--- config.mk ---
export PLATFORM = sky130hd
export DESIGN_NAME = shift_frame_collector
export DESIGN_NICKNAME = d
export VERILOG_FILES = /design/src/rtl/shift_frame_collector.sv
export SDC_FILE = /design/constraint.sdc
export NUM_CORES = 1
export LEC_CHECK = 0
export BUFFER_PORTS_ARGS = -buffer_cell sky130_fd_sc_hd__buf_4
export CAP_MARGIN = 10
export CORE_ASPECT_RATIO = 0.5
export CORE_MARGIN = 2
export CORE_UTILIZATION = 52
export DETAILED_ROUTE_END_ITERATION = 16
export PLACE_DENSITY = 0.75
export SYNTH_ARGS = -nofsm -noshare
export SYNTH_HDL_FRONTEND = slang
export SYNTH_SLANG_ARGS = --single-unit
export TNS_END_PERCENT = 10
--- constraint.sdc ---
create_clock -name clk -period 2.4 [get_ports clk]
set_clock_uncertainty 0.05 [all_clocks]
set_input_delay 0.36 -clock clk [delete_from_list [all_inputs] [get_ports clk]]
set_output_delay 0.36 -clock clk [all_outputs]
set_load 0.01 [all_outputs]
--- src/rtl/shift_frame_collector.sv ---
// Counts same-direction shifts of a WIDTH-bit shift register, captures each completed
// frame one cycle later, and queues {direction, data} in a first-word-fall-through FIFO.
module shift_frame_collector #(
  parameter int WIDTH = 4,
  parameter int DEPTH = 4
) (
  input  logic                       clk,
  input  logic                       rst,
  input  logic                       en,
  input  logic                       direction,
  input  logic [WIDTH-1:0]           sr_q,
  input  logic                       clr,
  input  logic                       out_ready,
  output logic                       out_valid,
  output logic [WIDTH-1:0]           out_data,
  output logic                       out_dir,
  output logic                       full,
  output logic [$clog2(DEPTH):0]     level,
  output logic                       ovf
);

  localparam int SCW = $clog2(WIDTH + 1);
  localparam int AW  = (DEPTH > 1) ? $clog2(DEPTH) : 1;
  localparam int LW  = $clog2(DEPTH) + 1;

  logic [SCW-1:0]   sc_q, sc_d, sc_inc;
  logic             cur_dir_q, cur_dir_d;
  logic             commit_pend_q, commit_pend_d;
  logic             commit_dir_q, commit_dir_d;
  logic [AW-1:0]    wr_ptr_q, wr_ptr_d;
  logic [AW-1:0]    rd_ptr_q, rd_ptr_d;
  logic [LW-1:0]    level_q, level_d;
  logic             ovf_q, ovf_d;
  logic [WIDTH-1:0] last_data_q, last_data_d;
  logic             last_dir_q, last_dir_d;
  logic [WIDTH:0]   mem [DEPTH];

  logic             frame_done;
  logic             pop, push, drop;
  logic [WIDTH:0]   head;

  assign head      = mem[rd_ptr_q];
  assign out_valid = (level_q != '0);
  assign full      = (level_q == LW'(DEPTH));
  assign level     = level_q;
  assign ovf       = ovf_q;
  // When empty the outputs keep showing the most recently popped entry.
  assign out_data  = out_valid ? head[WIDTH-1:0] : last_data_q;
  assign out_dir   = out_valid ? head[WIDTH]     : last_dir_q;

  assign pop  = out_valid && out_ready;
  assign push = commit_pend_q && (!full || pop);
  assign drop = commit_pend_q && full && !pop;

  always_comb begin
    sc_inc        = ((sc_q == '0) || (direction == cur_dir_q)) ? sc_q + SCW'(1) : SCW'(1);
    frame_done    = en && (sc_inc == SCW'(WIDTH));
    sc_d          = sc_q;
    cur_dir_d     = cur_dir_q;
    commit_pend_d = frame_done;
    commit_dir_d  = commit_dir_q;
    wr_ptr_d      = wr_ptr_q;
    rd_ptr_d      = rd_ptr_q;
    level_d       = level_q;
    ovf_d         = ovf_q | drop;
    last_data_d   = last_data_q;
    last_dir_d    = last_dir_q;

    if (en) begin
      cur_dir_d = direction;
      sc_d      = frame_done ? '0 : sc_inc;
      if (frame_done) commit_dir_d = direction;
    end

    if (push) wr_ptr_d = wr_ptr_q + AW'(1);
    if (pop) begin
      rd_ptr_d    = rd_ptr_q + AW'(1);
      last_data_d = head[WIDTH-1:0];
      last_dir_d  = head[WIDTH];
    end
    if (push && !pop)      level_d = level_q + LW'(1);
    else if (pop && !push) level_d = level_q - LW'(1);

    // A flush wins over every other update in the same cycle.
    if (clr) begin
      sc_d          = '0;
      cur_dir_d     = 1'b0;
      commit_pend_d = 1'b0;
      commit_dir_d  = 1'b0;
      wr_ptr_d      = '0;
      rd_ptr_d      = '0;
      level_d       = '0;
      ovf_d         = 1'b0;
      last_data_d   = '0;
      last_dir_d    = 1'b0;
    end
  end

  always_ff @(posedge clk or negedge rst) begin
    if (!rst) begin
      sc_q          <= '0;
      cur_dir_q     <= 1'b0;
      commit_pend_q <= 1'b0;
      commit_dir_q  <= 1'b0;
      wr_ptr_q      <= '0;
      rd_ptr_q      <= '0;
      level_q       <= '0;
      ovf_q         <= 1'b0;
      last_data_q   <= '0;
      last_dir_q    <= 1'b0;
    end else begin
      sc_q          <= sc_d;
      cur_dir_q     <= cur_dir_d;
      commit_pend_q <= commit_pend_d;
      commit_dir_q  <= commit_dir_d;
      wr_ptr_q      <= wr_ptr_d;
      rd_ptr_q      <= rd_ptr_d;
      level_q       <= level_d;
      ovf_q         <= ovf_d;
      last_data_q   <= last_data_d;
      last_dir_q    <= last_dir_d;
    end
  end

  // Storage needs no reset: entries are only visible while level is non-zero.
  always_ff @(posedge clk) begin
    if (push && !clr) mem[wr_ptr_q] <= {commit_dir_q, sr_q};
  end

endmodule

==> results.md <==
* Run status: completed
* Simple-gate share of the synthesized area at 0.126
* Synth unique cells at 39
* Clock Tree Root: clkbuf_8
* Synth Area in XOR/XNOR at 0.0275
* Layout Cells excl Fill at approximately 220
* Setup Crit Path Kind: flop to primary output
* Hold endpoint: mem[2][1]$_DFFE_PP_
* Post-Place Cells at ~210
* Clock Pin Slew Worst Setup and Hold Paths at 0.07 ns
* Total number of vias at 1179
* Synth top area cells: edfxtp_1 (31%), dfrtp_1 (25%), mux4_2 (5.9%)
* Setup Buffers After CTS at 0
* Worst Hold Depth at 1
* Fmax at 439 MHz
* Commonest non-fill, non-tap cells in the layout: buf_4 (23), edfxtp_1 (20), dfrtp_1 (19)
* Synth area leader: edfxtp_1
* Switching fraction of total power at 0.327
* Seq cells post-synth at 39
* Adder-cell share of the synthesized area at 0.0497
* Die ar. at 0.00421 mm^2
* Layout cell share with drive strength beyond 1 at 0.257
* Tot GR Track Use at 0.174
* CTS Sinks at 39
* Required time of the critical path at a little under 2 ns
* Setup TNS at 0 ns
* Reg2reg start: level[1]$_DFFE_PN0P_
* CP Max Fanout at 7
* Largest family of logic cells by synthesized area: simple AND/OR/NAND/NOR gates
* Post-Syn Nets at ~160
* IO Pins at 21
* Worst r2r path cells at 6
* Reg-to-reg endpoint: level[2]$_DFFE_PN0P_
* Worst hold slack at 0.216 ns
* Sw Pwr at 0.706 mW
* Power per Cell Area at a little under 1000 mW/mm^2
* Compound-gate portion of the synthesized area at 0.0785
* Hold Path Origin: sr_q[1]
* Ys async rst share at 0.487
* Cell count after synthesis at 147
* Proportion of synthesized area in mux cells at 0.112
* Slew margin rel. at 0.739
* Avg Cell Area, Syn at roughly 13 um^2
* Endpoint class of the critical path: primary output
* RSZ-0062 raised after global routing: no
* Die W at approximately 90 um
* Die Ht at 46.9 um
* Vias in the first global route at 1119
* Clock group share of total power at 0.200
* Wire length of the first global-routing pass at 5290 um
* Post-synth EDFFs at 20
* Top FF cell, synth: edfxtp_1
* Gr ovfl total at 0
* Critical Path AT at 1.87 ns
* Sequential power share at 0.380
* Max Slew Vio Count at 0
* Num CTS Buffers at 5
* Port buffer count at 20
* Post-route DRC at 0
* N_diodes at 0
* FF+latch area at ~0.0011 mm^2
* GPL Wtd Cong at 0.712
* Fillers at 265
* VDD IR max at about 460 uV
* Fin crit period at 2.28 ns
* P_int at 1.45 mW
* Maximum number of pins on one net before global-route repair at 22
* Ys Warns at 0
* DR iter-0 viols at 61
* Multi-input gate area at 752 um^2
* Mapped cell area at about 0.0019 mm^2
* HP Class: primary input to flop
* Post-CTS sizing at 0
* Reg2Reg Setup Slack at ~0.15 ns
* Layout area overhead at 14.5%
* Initial antenna violation count at 0
* Commonest non-fill, non-tap cell in the layout: buf_4
* Gate power share at 0.420
* HPWL after DPL at 2310 um
* Seq/Total Area, Yosys at 0.562
* CTS tree: built
* Routed WL at 3200 um
* Initial Util at 0.551
* Max_cap viols at 0
* Clk buf depth at 2
* # H-tree levels at 2
* Vias per cell at 5.31
* Yosys top cell area share at 0.314
* Startpoint Class: flop
* Period utilization at 0.949
* Core footprint at 0.00347 mm^2
* First-pass DRT Iterations at 5
* WL per Instance at between 10 and 15 um
* Routed Antenna Nets at 0
* # rows at 15
* Leak Pwr at 0.911 nW
* Final setup fails at 0
* Final hold vios at 0
* Clk Latency, worst-skew pair at 0.29 ns
* Worst-Margin Slew at 0.392 ns
* Nets@finish at 187
cell usage after synthesis, drive strengths merged, types with 2 or more instances:
cell type and n:
edfxtp 20, dfrtp 19, nor2 13, a21oi 9, inv 8, nand2 7
nand3 7, buf 6, ha 6, mux2 5, mux4 5, and2 4
nand2b 4, o21ai 4, mux2i 3, or3b 3, xnor2 3, xor2 3
a211oi 2, a31oi 2, clkbuf 2
layout make-up:
cell class / instances / share of cell area
clock buffers: 6 / 0.0331
clock inverters: 2 / 0.00571
inverters: 8 / 0.0137
multi-input cells: 92 / 0.343
flip-flops and latches: 39 / 0.491
well taps: 51 / 0.0291
repair buffers: 24 / 0.0834
power by group through the flow:
stage	combinational (mW)	sequential, mW	clock [mW]
after global placement	0.894	0.832	0
final	0.906	0.821	0.433
after global routing	0.986	0.832	0.470
after detailed placement	0.913	0.838	0
after floorplan	0.636	0.833	0
after CTS	0.917	0.823	0.439
flip-flops by register name, summed over array words and instances, names as in the netlist:
signal	cells
cur_dir_q	1
commit_pend_q	1
commit_dir_q	1
wr_ptr_q	2
last_dir_q	1
mem	20
ovf	1
rd_ptr_q	2
sc_q	3
level	3
last_data_q	4
how the worst max path moves through the flow:
stage / start / to / depth (start not counted)
after floorplan: level[1]$_DFFE_PN0P_ / level[2]$_DFFE_PN0P_ / 6
after global placement: level[1]$_DFFE_PN0P_ / level[2]$_DFFE_PN0P_ / 6
after detailed placement: level[1]$_DFFE_PN0P_ / level[2]$_DFFE_PN0P_ / 6
after CTS: rd_ptr_q[0]$_DFFE_PN0P_ / out_dir / 3
after global routing: rd_ptr_q[0]$_DFFE_PN0P_ / out_data[1] / 3
final: rd_ptr_q[0]$_DFFE_PN0P_ / out_data[1] / 3
worst max-delay path, cell delays in order (launching register included):
cell and delay, ns:
dfrtp_1 0.58, mux4_2 0.59, mux2_4 0.27, buf_4 0.14
timing repair:
item,CTS,global route
hold buffers,1,0
endpoints found under the setup margin,0,0
hold endpoints to repair,19,0
per-stage QoR:
step	cell area, um^2	power [mW]	util	worst slack, ns
floorplan	1910	1.47	-	0.136
global placement	2090	1.73	0.603	0.226
detailed placement	2090	1.75	0.603	0.148
CTS	2190	2.18	0.631	0.0881
global route	2190	2.29	0.631	0.00906
finish	2190	2.16	0.631	0.122
cell families after synthesis:
family | after synthesis
adders and majority gates | 7
DFF | 39
buffers and inverters | 16
xor gates and xnor gates | 6
AOI/OAI and AO/OA | 22
and+or+nand+nor | 44
muxes | 13
metal layers:
layer	vias up	GRT usage	share of wire
met5	-	0	0
met4	0	0.105	0.023
met3	8	0.0562	0.049
met2	25	0.309	0.49
met1	575	0.200	0.44
li1	571	-	-
No activity file was read; power rests on OpenSTA's default activity.
